[src/rtl/mandelbrot_render.sv]
// Raster-order frame sequencer for one Mandelbrot core: one job per pixel, iter written to the framebuffer.
// Optional `MANDEL_ABORT_EN adds an abort input that drains the in-flight job before returning to idle.
module mandelbrot_render #(
   parameter int FP_WIDTH = 25,
   parameter int ITERW    = 8,
   parameter int H_RES    = 320,
   parameter int V_RES    = 180,
   parameter int ADDRW    = $clog2(H_RES*V_RES)
) (
   input  logic                clk,
   input  logic                rst,
`ifdef MANDEL_ABORT_EN
   input  logic                abort,
`endif
   input  logic                start,
   input  logic [FP_WIDTH-1:0] x_start,
   input  logic [FP_WIDTH-1:0] y_start,
   input  logic [FP_WIDTH-1:0] step,
   output logic                busy,
   output logic                frame_done,
   output logic                core_start,
   output logic [FP_WIDTH-1:0] core_re,
   output logic [FP_WIDTH-1:0] core_im,
   input  logic [ITERW-1:0]    core_iter,
   input  logic                core_done,
   output logic                fb_we,
   output logic [ADDRW-1:0]    fb_addr,
   output logic [ITERW-1:0]    fb_din
);

   localparam int CW = (H_RES > 1) ? $clog2(H_RES) : 1;
   localparam int RW = (V_RES > 1) ? $clog2(V_RES) : 1;

   typedef enum logic [1:0] {
      IDLE,
      ISSUE,
      WAIT
`ifdef MANDEL_ABORT_EN
      , DRAIN
`endif
   } state_t;

   state_t              state, state_nxt;
   logic [CW-1:0]       col;
   logic [RW-1:0]       row;
   logic [ADDRW-1:0]    pix_addr;
   logic [FP_WIDTH-1:0] x_start_l, step_l;
   logic                accept, pix_done, last_px;

   assign last_px    = (col == CW'(H_RES-1)) && (row == RW'(V_RES-1));
   assign core_start = (state == ISSUE);
   assign busy       = (state != IDLE);

   always_ff @(posedge clk or posedge rst) begin
      if (rst) state <= IDLE;
      else     state <= state_nxt;
   end

   always_comb begin
      state_nxt = state;
      accept    = 1'b0;
      pix_done  = 1'b0;
      case (state)
         IDLE: begin
            if (start) begin
               accept    = 1'b1;
               state_nxt = ISSUE;
            end
         end
         ISSUE: begin
            state_nxt = WAIT;
`ifdef MANDEL_ABORT_EN
            if (abort) state_nxt = DRAIN;
`endif
         end
         WAIT: begin
`ifdef MANDEL_ABORT_EN
            // an abort coinciding with the result discards it and skips the drain
            if (abort) state_nxt = core_done ? IDLE : DRAIN;
            else
`endif
            if (core_done) begin
               pix_done  = 1'b1;
               state_nxt = last_px ? IDLE : ISSUE;
            end
         end
`ifdef MANDEL_ABORT_EN
         DRAIN: begin
            if (core_done) state_nxt = IDLE;
         end
`endif
         default: state_nxt = IDLE;
      endcase
   end

   // fb_addr is a separate output register so the write carries the finished pixel while pix_addr moves on
   always_ff @(posedge clk or posedge rst) begin
      if (rst) begin
         fb_we      <= 1'b0;
         frame_done <= 1'b0;
         fb_addr    <= '0;
         fb_din     <= '0;
         core_re    <= '0;
         core_im    <= '0;
         x_start_l  <= '0;
         step_l     <= '0;
         col        <= '0;
         row        <= '0;
         pix_addr   <= '0;
      end else begin
         fb_we      <= pix_done;
         frame_done <= pix_done && last_px;
         if (pix_done) begin
            fb_din  <= core_iter;
            fb_addr <= pix_addr;
         end
         if (accept) begin
            x_start_l <= x_start;
            step_l    <= step;
            core_re   <= x_start;
            core_im   <= y_start;
            col       <= '0;
            row       <= '0;
            pix_addr  <= '0;
            fb_addr   <= '0;
         end else if (pix_done && !last_px) begin
            pix_addr <= pix_addr + ADDRW'(1);
            if (col != CW'(H_RES-1)) begin
               col     <= col + CW'(1);
               core_re <= core_re + step_l;
            end else begin
               col     <= '0;
               row     <= row + RW'(1);
               core_re <= x_start_l;
               core_im <= core_im - step_l;
            end
         end
      end
   end

endmodule

[config.mk]
export PLATFORM = sky130hd
export DESIGN_NAME = mandelbrot_render
export DESIGN_NICKNAME = d
export VERILOG_FILES = /design/src/rtl/mandelbrot_render.sv
export SDC_FILE = /design/constraint.sdc
export NUM_CORES = 1
export LEC_CHECK = 0
export BUFFER_PORTS_ARGS = -buffer_cell sky130_fd_sc_hd__buf_2
export CAP_MARGIN = 20
export CORE_ASPECT_RATIO = 0.7
export CORE_MARGIN = 3
export CORE_UTILIZATION = 35
export CTS_BUF_LIST = sky130_fd_sc_hd__clkbuf_16
export DETAILED_ROUTE_END_ITERATION = 12
export MAX_ROUTING_LAYER = met4
export PLACE_DENSITY = 0.53
export SYNTH_ARGS = -nofsm -noshare
export SYNTH_HDL_FRONTEND = slang
export SYNTH_SLANG_ARGS = --single-unit
[constraint.sdc]
create_clock -name clk -period 5.7 [get_ports clk]
set_clock_uncertainty 0.05 [all_clocks]
set_input_delay 0.285 -clock clk [delete_from_list [all_inputs] [get_ports clk]]
set_output_delay 0.285 -clock clk [all_outputs]
set_load 0.1 [all_outputs]
**After elaboration in Yosys (flattened, before gate mapping)**

Index checks and enable logic that the tools add are counted.

- Reductions and logical operators: 10
- Mux-type cells: 24
- Equal/unequal tests: 8
- $add $sub $neg: 5

Operators with widths:

| operator | count |
|---|---|
| 25-bit two-way mux | 6 |
| 16-bit two-way mux | 4 |
| 9-bit two-way mux | 3 |
| 25-bit adder | 1 |
| 25-bit subtractor | 1 |
| 8-bit two-way mux | 3 |
| 16-bit by 1-bit adder with 16-bit output (second input constant) | 1 |
| 9-bit by 1-bit adder with 9-bit output (second input constant) | 1 |
| 9-bit equality test (second input constant) | 1 |
| 9-bit inequality test (second input constant) | 1 |
| 8-bit by 1-bit adder with 8-bit output (second input constant) | 1 |
| 8-bit equality test (second input constant) | 1 |
| 2-bit inequality test (second input constant) | 3 |
| 2-bit one-hot mux with 3 select lines | 1 |
| 2-bit nonzero test | 3 |
| 1-bit two-way mux | 5 |
| 2-bit two-way mux | 2 |
| 2-bit AND reduction | 2 |
| 1-bit logical AND | 3 |
| 2-bit by 1-bit equality test with 1-bit output (second input constant) | 1 |
| 2-bit equality test (second input constant) | 1 |
| 2-bit zero test | 1 |
| 1-bit zero test | 1 |

- Logic and storage cells: 59
- Input bits: 87
- Register bits after elaboration: 161
- Output and inout bits: 78

**Logic depth before layout (Yosys ltp)**

Gate-level depths: netlist (run 1).

- Depth after elaboration: 6
- Gate-level depth with buffers: 11
- Mapped depth without buffers: 10

**Worst setup path before layout (run 1)**

No wires, ideal clock.

- Path kind: reg-to-reg
- From: reg core_im[0]
- To: reg core_im[24]
- Cell stages (with the launch flop): 11
- Slack: 2.519 ns
- Buffers on the path: 0
- Library setup time: 0.120 ns
- Clock period less this slack: 3.181 ns
- Arrival time: 3.010 ns
- Path through: dfrtp_1 > inv_1 > ha_1 > fa_1 > and2b_1 > o2111ai_1 > a31oi_2 > a31oi_1 > o31ai_2 > mux2i_1 > nor2_1

- Word-level cells in the longest chain between the ends: 4

RTL lines:

| what | RTL line | source |
|---|---|---|
| start, declared | 23 | `output logic [FP_WIDTH-1:0] core_im,` |
| start signal, assigned | 121 | `core_im <= y_start;` |
| start signal, assigned | 135 | `core_im <= core_im - step_l;` |
| 25-bit subtractor | 135 |  |
| 25-bit two-way mux | 128 | `if (col != CW'(H_RES-1)) begin` |
| 25-bit two-way mux | 126 | `end else if (pix_done && !last_px) begin` |
| 25-bit two-way mux | 117 | `if (accept) begin` |

No other way between the ends. The select of a mux whose other input is x is not followed.
A chain may end at the register's enable or synchronous reset.

**Final worst setup path (run 1)**

- From: reg state[0]
- To: reg core_im[18]

- Word-level cells in the longest chain between the ends: 5
- Elaborated cells on any way between the ends: 9
- Classes of those cells: eq/ne (2); mux (3); reduce/logical (4)

RTL lines:

| what | RTL line | source |
|---|---|---|
| start, declared | 43 | `state_t state, state_nxt;` |
| start signal, assigned | 56 | `else state <= state_nxt;` |
| 2-bit equality test | 63 | `case (state)` |
| 1-bit two-way mux | 63 |  |
| 1-bit logical AND | 126 |  |
| 2-bit nonzero test (no source line) | n/a |  |
| 2-bit AND reduction (no source line) | n/a |  |

Parallel ways exist; a longest one is shown, timed or not.

==> results of run 1 <==
[critical path, delay by kind of cell (launching register included)]
kind                   cells  cell delay [ns]
buffers and inverters      1             0.45
flip-flops                 1             0.40
AND/OR/NAND/NOR            3             1.67
AO/OA/AOI/OAI              3             0.24
[worst max-delay path by stage]
stage | startpoint | to | slack (ns) | cells after the start
final | state[0] | core_im[18] | 2.75 | 7
after global routing | state[0] | core_im[18] | 2.41 | 7
after CTS | state[0] | core_im[18] | 2.70 | 7
after global placement | state[0] | row[3] | 2.83 | 7
after floorplan | rst | col[0] | 1.02 | 1
after detailed placement | state[0] | core_im[18] | 2.74 | 7
[layer usage]
layer / track usage, % / vias up / share of wire [%]
met2: 27.9 / 197 / 40
met1: 31.8 / 3977 / 54
li1: - / 4124 / -
met5: - / - / 0
met4: 4.23 / 0 / 0.91
met3: 3.67 / 16 / 5.2
[cell type report]
cell class	count	area [µm²]
clock buffers	17	425
clock inverters	15	119
fillers	2690	14800
inverters	42	168
multi-input cells	826	5030
flip-flops and latches	161	4030
well taps	357	447
repair buffers	198	1140
[sequential cells by signal, indices dropped and copies added (netlist names)]
| name | flops |
|---|---|
| col | 9 |
| core_im | 25 |
| core_re | 25 |
| fb_addr | 16 |
| fb_din | 8 |
| fb_we | 1 |
| frame_done | 1 |
| pix_addr | 16 |
| row | 8 |
| state | 2 |
| step_l | 25 |
| x_start_l | 25 |
[per-stage QoR]
stage | worst slack, ns | util, %
detailed placement | 2.74 | 40.4
finish | 2.75 | 43.5
floorplan | 1.02 | -
global route | 2.41 | 43.5
global placement | 2.83 | 40.4
CTS | 2.70 | 43.4
[repair_timing]
| action | in CTS | in global routing |
|---|---|---|
| buffers inserted | 0 | 0 |
| hold endpoints to repair | 24 | 0 |
| hold buffers | 24 | 0 |
[cell families (layout without fill, tap and decap cells)]
family	after synthesis	after routing	share of synthesized area (%)
mux	6	6	0.649
xor+xnor	65	65	6.11
compound gates	286	286	19.7
simple gates	416	416	19.6
fa+ha+maj	53	53	7.18
buf+inv	91	272	4.15
flops	161	161	42.7
[layout by cell type, fill, tap and decap left out, types with 9 or more instances in the layout]
cell type	n
nand2_1	205
o22ai_1	9
inv_1	42
nor3_1	23
xnor2_1	38
and3_1	14
a31oi_1	12
ha_1	51
buf_4	9
nand4_1	11
dlygate4sd3_1	24
o211ai_1	9
o21ai_0	60
xor2_1	26
buf_2	164
dfrtp_1	161
clkbuf_16	17
a21o_1	24
a22o_1	16
nor2_1	91
a21oi_1	79
nand3_1	28
==> flow_summary.ini, run 1 <==
[worst_hold_path]
hp-class = in2async

[floorplanning]
die_x_um = 202
placementRows = 49
dieArea_um2 = 29000
core_area_um2 = 26100
die_y_um = 143
ioPinCount = 165
start_util_pct = 36.2

[global_route]
grt_pass1_vias = 8111
grt_pass1_wl_um = 45600
antenna_found_initial = 0
grt_usage_pct = 20.6
grt_max_degree = 99
overflow = 0

[logic_synthesis]
synthArstFlopShare_pct = 100
syn_avg_cell_area_um2 = 8.76
synth_largest_area_cell = dfrtp_1
synth_top_area_share_pct = 42.7
synth_area_um2 = 9440
yosysMostFrequentCell = nand2_1
synth_nets = 1218
yosys-top-cells-count = nand2_1, dfrtp_1, nor2_1
syn-instance-count = 1078
yosys_warnings = 0
synthDistinctLibCells = 73
synth_edf_count = 0
synth-seq-cells = 161
synth-seq-area-share_pct = 42.7
yosys-top-cells-area = dfrtp_1, nand2_1, ha_1
synth_flop_cell = dfrtp_1

[drt]
post_drt_wl_per_cell_um = 17.6
viasPerCell = 5.14
drc = 0
drt_iter0_drc = 494
drt-total-wl_um = 28500
vias = 8314
drtPass1Iterations = 5
drtAntennaViolNets = 0

[setup_path]
crit_chain = nand3b_1 -> inv_1 -> nand3_2 -> or3_1 -> o31a_1 -> o221ai_1 -> a21oi_1
crit_slowest_cell = nand3_2
reg2reg_to = core_im[18]
end_kind = register
r2r_slack_ns = 2.75
path_max_fanout = 35
start_kind = register
required_ns = 5.96
worstSetupPathType = reg2reg
max_stage_delay_ns = 0.65
reg2reg_depth = 7
reg2reg_from = state[0]
critical_path_arrival_ns = 3.21

[sta]
drv_slew = 0
post-route-period-util_pct = 51.8
rsz0062_at_grt = false
timing.hold.ws_ns = 0.0133
max-slew-margin-rel_pct = 37.8
finalSetupViolCount = 0
hold_viol = 0
worstMarginPinSlew_ns = 0.933
fmax_mhz = 339
setup-tns-final_ns = 0
finalCriticalPeriod_ns = 2.95

[final_layout]
postLayoutCellArea_um2 = 11400
stdcell_count = 1616
drive_gt1_share_pct = 17.6
num_antenna_cells = 0
syn_to_final_growth_pct = 20.2
nets = 1386

[place]
postPlaceCellArea_um2 = 10600
post-dp-hpwl_um = 20500
port_buffers = 164
gp_congestion = 0.891
dp.cells = 1559

[clocking]
cts_resized = 0
clockBufferDepth = 2
cts_sinks = 161
cts_buffers = 17
clk_pin_slew_worst_paths_ns = 0.07
cts_root_buf = clkbuf_16
cts_tree = built
cts_htree_levels = 4
clock_latency_ns = 0.44

[job]
cap_violations = 0

[outcome]
status = finished, final reports clean
Power of run 1 is not shown: default switching activity piles up to over one toggle a cycle in this logic, so the estimate is an artifact.
==> inputs of run 2 (changes only) <==
--- a/config.mk
+++ b/config.mk
@@ -13,7 +13,7 @@
 export CTS_BUF_LIST = sky130_fd_sc_hd__clkbuf_16
 export DETAILED_ROUTE_END_ITERATION = 12
 export MAX_ROUTING_LAYER = met4
-export PLACE_DENSITY = 0.53
+export PLACE_DENSITY = 0.55
 export SYNTH_ARGS = -nofsm -noshare
 export SYNTH_HDL_FRONTEND = slang
 export SYNTH_SLANG_ARGS = --single-unit
==> constraint.sdc (replaced) <==
create_clock -name clk -period 2.7 [get_ports clk]
set_clock_uncertainty 0.05 [all_clocks]
set_input_delay 0.135 -clock clk [delete_from_list [all_inputs] [get_ports clk]]
set_output_delay 0.135 -clock clk [all_outputs]
set_load 0.1 [all_outputs]
==> run 2 against run 1 <==
  * Cell count is 4.9% higher
  * First-iteration DRC count is 33% higher
  * Via count is 4.9% higher
  * Worst hold slack better by 0.041 ns
  * Flip-flop and latch count stayed put
  * Setup slack worse by 2.7 ns
  * Sequential share of layout area is 2.3 points lower
  * Routed wire length is 3.0% higher
  * Critical path type unchanged
  * Highest routed layer unchanged
==> flow_summary.ini, run 2 (synthesis gave the netlist of run 1 again) <==
[worst_hold_path]
hp-start = y_start[22]
holdPathStages = 4
hp-class = in2reg
hold_end = core_im[22]

[global_route]
grt_pass1_vias = 8400
grt_usage_pct = 21.1
antenna_found_initial = 0
grt_pass1_wl_um = 46900
grt_max_degree = 84
overflow = 0

[setup_path]
reg2reg_depth = 9
max_stage_delay_ns = 0.42
cp_top_family = compound AO/OA/AOI/OAI gates
reg2reg_from = step_l[0]
r2r_slack_ns = 0.06
worstSetupPathType = reg2reg
reg2reg_to = core_im[18]
crit_slowest_cell = dfrtp_1
end_kind = register
critical_path_arrival_ns = 2.90
start_kind = register
cp.depth = 9
crit_chain = ha_2 -> fa_1 -> and2b_2 -> o2111ai_2 -> a31oi_4 -> a311oi_2 -> nor3_2 -> mux2i_1 -> a21oi_1
required_ns = 2.96
path_max_fanout = 4
path_buf_inv = 0

[floorplanning]
placementRows = 49
dieArea_um2 = 29000
core_area_um2 = 26100
die_x_um = 202
ioPinCount = 165
die_y_um = 143
start_util_pct = 36.2

[sta]
max-slew-margin-rel_pct = 54.6
timing.hold.ws_ns = 0.0545
finalSetupViolCount = 0
rsz0062_at_grt = true
post-route-period-util_pct = 97.7
drv_slew = 0
finalCriticalPeriod_ns = 2.64
worstMarginPinSlew_ns = 0.681
setup_ws_ns = 0.0614
hold_viol = 0
fmax_mhz = 379

[final_layout]
fin_util_pct = 46.8
drive_gt1_share_pct = 20.8
syn_to_final_growth_pct = 29.4
layout_common_cells = nand2_1, buf_2, dfrtp_1, nor2_1, dlygate4sd3_1
nets = 1465
layout_commonest_cell = nand2_1
stdcell_count = 1695
num_antenna_cells = 0

[clocking]
clock_latency_ns = 0.43
cts_htree_levels = 4
clockBufferDepth = 2
cts_root_buf = clkbuf_16
cts_tree = built
cts_sinks = 161
cts_buffers = 17
clk_pin_slew_worst_paths_ns = 0.07

[drt]
drtAntennaViolNets = 0
drc = 0
viasPerCell = 5.14
drt-total-wl_um = 29300
drtPass1Iterations = 7
drt_iter0_drc = 655
vias = 8718
post_drt_wl_per_cell_um = 17.3

[outcome]
status = finished, final reports clean

[place]
post-dp-hpwl_um = 21300
gp_congestion = 0.905
post-place-ws_ns = 0.0725
dp.cells = 1578
port_buffers = 164

[job]
cap_violations = 0
[run 2: changes by cell type in the layout (fill, tap and decap cells not counted), sizes merged]
cell,change
buf,+21
clkinv,-3
clkinvlp,+4
dlygate4sd3,+58
bufinv,-1
[run 2: per-stage QoR]
stage | TNS (ns) | cell area, µm²
floorplan | 0 | 9520
global placement | 0 | 10800
detailed placement | 0 | 10800
CTS | 0 | 12200
global route | -0.0560 | 12200
finish | 0 | 12200
[run 2: worst max-delay path by stage]
stage / endpoint / from / slack [ns]
2_1_floorplan: core_re[22] / core_re[15] / 0.002
3_3_place_gp: core_re[22] / core_re[7] / 0.11
3_5_place_dp: core_im[18] / step_l[0] / 0.07
4_1_cts: core_im[18] / step_l[0] / 0.04
5_1_grt: core_im[18] / step_l[0] / -0.04
6_report: core_im[18] / step_l[0] / 0.06
[run 2: what timing repair did]
action                                  in CTS  in global routing
resized for setup                            0                  6
hold endpoints to repair                   263                  0
endpoints found under the setup margin       0                  8
hold buffers                                82                  0
buffers inserted                             0                  3
[run 2: cell type report]
class / instances / area [µm²]
Clock inverter: 15 / 110
Clock buffer: 17 / 425
Multi-Input combinational cell: 826 / 5100
Tap cell: 357 / 447
Fill cell: 2561 / 13900
Timing Repair Buffer: 277 / 1910
Sequential cell: 161 / 4060
Inverter: 42 / 166
[run 2: worst register-to-register path: cells and delay by family, from the launching register on]
kind                       cells  cell delay (ns)
AOI/OAI and AO/OA              4             0.74
adders and majority gates      2             0.58
DFF                            1             0.42
muxes                          1             0.25
and+or+nand+nor                2             0.47
[run 2: metal layers]
| metal | track usage (%) | up-vias | share of wire [%] |
|---|---|---|---|
| met5 | - | - | 0 |
| met4 | 4.70 | 0 | 1.5 |
| met3 | 4.62 | 36 | 6.1 |
| met2 | 29.0 | 248 | 40 |
| met1 | 31.7 | 4131 | 52 |
| li1 | - | 4303 | - |
Power of run 2 is left out for the same reason.
==> inputs of run 3 (changes only) <==
--- a/config.mk
+++ b/config.mk
@@ -5,7 +5,7 @@
 export SDC_FILE = /design/constraint.sdc
 export NUM_CORES = 1
 export LEC_CHECK = 0
-export BUFFER_PORTS_ARGS = -buffer_cell sky130_fd_sc_hd__buf_2
+export BUFFER_PORTS_ARGS = -buffer_cell sky130_fd_sc_hd__buf_4
 export CAP_MARGIN = 20
 export CORE_ASPECT_RATIO = 0.7
 export CORE_MARGIN = 3
==> constraint.sdc (replaced) <==
create_clock -name clk -period 2.7 [get_ports clk]
set_clock_uncertainty 0.05 [all_clocks]
set_input_delay 0.135 -clock clk [delete_from_list [all_inputs] [get_ports clk]]
set_output_delay 0.135 -clock clk [all_outputs]
set_load 0.01 [all_outputs]
==> run 3 against run 2 <==
  * First-iteration DRC count grew 3.7%
  * Setup slack gained 0.045 ns
  * Worst hold slack lost 0.022 ns
  * Routed wire length grew 0.71%
  * Cell count grew 0.47%
  * Core utilization grew 1.8 points
  * Critical path depth is the same
==> flow_summary.ini, run 3 (synthesis gave the netlist of run 1 again) <==
[sta]
setup_ws_ns = 0.107
finalCriticalPeriod_ns = 2.59
hold_viol = 0
post-route-period-util_pct = 96.0
drv_slew = 0
setup-tns-final_ns = 0
worstMarginPinSlew_ns = 0.673
fmax_mhz = 386
rsz0062_at_grt = false
finalSetupViolCount = 0
max-slew-margin-rel_pct = 55.1

[clocking]
clockBufferDepth = 2
cts_tree = built
clock_latency_ns = 0.43
cts_root_buf = clkbuf_16
clk_pin_slew_worst_paths_ns = 0.07
cts_buffers = 17
cts_sinks = 161
cts_htree_levels = 4

[setup_path]
max_stage_delay_ns = 0.41
path_buf_inv = 0
crit_chain = ha_2 -> fa_2 -> and2b_1 -> o2111ai_1 -> a31oi_2 -> a31oi_4 -> o31ai_4 -> mux2i_1 -> nor2_1
crit_start = step_l[0]
path_max_fanout = 3
critical_path_arrival_ns = 2.86
required_ns = 2.97
start_kind = register
cp_top_family = compound AO/OA/AOI/OAI gates
end_kind = register
worstSetupPathType = reg2reg
crit_slowest_cell = dfrtp_1
reg2reg_from = step_l[0]

[final_layout]
fin_util_pct = 48.6
postLayoutCellArea_um2 = 12700
drive_gt1_share_pct = 20.0
num_antenna_cells = 0
num-fill-cells = 2532
layout_commonest_cell = nand2_1
syn_to_final_growth_pct = 34.4
layout_common_cells = nand2_1, buf_4, dfrtp_1, nor2_1, dlygate4sd3_1
stdcell_count = 1703
nets = 1473

[job]
cap_violations = 0

[pwr]
power.internal_mw = 8.63
seqPwrFrac_pct = 25.8
leakage_nw = 5.99
combinationalPowerShare_pct = 59.2
power.density_nw_per_um2 = 1250
peakVddDrop_v = 0.000546
switching_share_pct = 45.6
clockPowerShare_pct = 15.0
p_sw_mw = 7.23

[outcome]
status = finished, final reports clean

[drt]
post_drt_wl_per_cell_um = 17.3
drtAntennaViolNets = 0
viasPerCell = 5.09
drt_iter0_drc = 679
drtPass1Iterations = 5
vias = 8667
drt-total-wl_um = 29500
drc = 0

[worst_hold_path]
hp-start = y_start[18]
hp-class = in2reg

[global_route]
overflow = 0
antenna_found_initial = 0
grt_pass1_wl_um = 47200
grt_usage_pct = 21.2
grt_pass1_vias = 8418
grt_max_degree = 72

[place]
post-place-ws_ns = -0.0524
post-dp-hpwl_um = 21800
dp.cells = 1586
port_buffers = 164
postPlaceCellArea_um2 = 11200
gp_congestion = 0.905

[floorplanning]
placementRows = 49
ioPinCount = 165
die_x_um = 202
die_y_um = 143
start_util_pct = 36.2
dieArea_um2 = 29000
core_area_um2 = 26100
==> run 3: cell types whose count changed in the layout (fill, tap and decap cells not counted), moves of 3 or more <==
cell,previous run,this run
dfrtp_1,140,161
buf_2,164,0
buf_4,28,202
dfrtp_2,21,0
clkinvlp_4,5,2
==> run 3: power groups by stage <==
| stage | combinational [mW] | sequential, mW | clock, mW |
|---|---|---|---|
| after floorplan | 6.09 | 3.99 | 0 |
| after global placement | 8.87 | 4.11 | 0 |
| after detailed placement | 8.88 | 4.11 | 0 |
| after CTS | 9.03 | 4.08 | 2.43 |
| after global routing | 10.5 | 4.19 | 2.55 |
| final | 9.39 | 4.09 | 2.38 |
==> run 3: cell type report <==
class | instances | area, µm² | share of cell area [%]
inverter | 42 | 166 | 1.31
clock buffer | 17 | 425 | 3.35
multi-input combinational | 826 | 5120 | 40.3
timing repair buffer | 285 | 2380 | 18.7
tap | 357 | 447 | 3.52
sequential | 161 | 4030 | 31.7
clock inverter | 15 | 133 | 1.04
==> run 3: worst min-delay path, delay by kind of cell <==
kind                   cells  cell delay [ns]
buffers and inverters      1             0.08
AOI/OAI and AO/OA          2             0.24
==> run 3: per-stage QoR <==
| step | total power, mW | hold slack (ns) |
|---|---|---|
| finish | 15.9 | 0.0329 |
| global route | 17.2 | 0.0358 |
| CTS | 15.5 | 0.00913 |
| detailed placement | 13.0 | 0.136 |
| global placement | 13.0 | 0.135 |
| floorplan | 10.1 | 0.190 |
==> run 3: worst paths after layout <==
path | to | slack (ns) | cells after the start
max in group asynchronous | core_im[16] | 1.68 | 4
hold reg to reg | fb_din[3] | 0.43 | 2
setup / recovery | core_im[24] | 0.11 | 9
hold / removal | core_im[18] | 0.03 | 3
setup reg to reg | core_im[24] | 0.11 | 9
min in group asynchronous | core_re[6] | 0.24 | 3
==> run 3: what timing repair did <==
item / 4_1_cts / 5_1_grt
endpoints found under the hold margin: 113 / 0
pin swaps: 2 / 7
hold buffers: 80 / 0
endpoints found under the setup margin: 3 / 16
buffers inserted: 0 / 5
resized for setup: 0 / 16
==> run 3: layer usage <==
layer	GRT usage [%]	vias up	part of all wire, %
met5	-	-	0
met4	3.90	0	0.71
met3	3.85	12	5.0
met2	29.5	213	41
met1	32.2	4131	53
li1	-	4311	-
(Power assumes the default switching activity.)
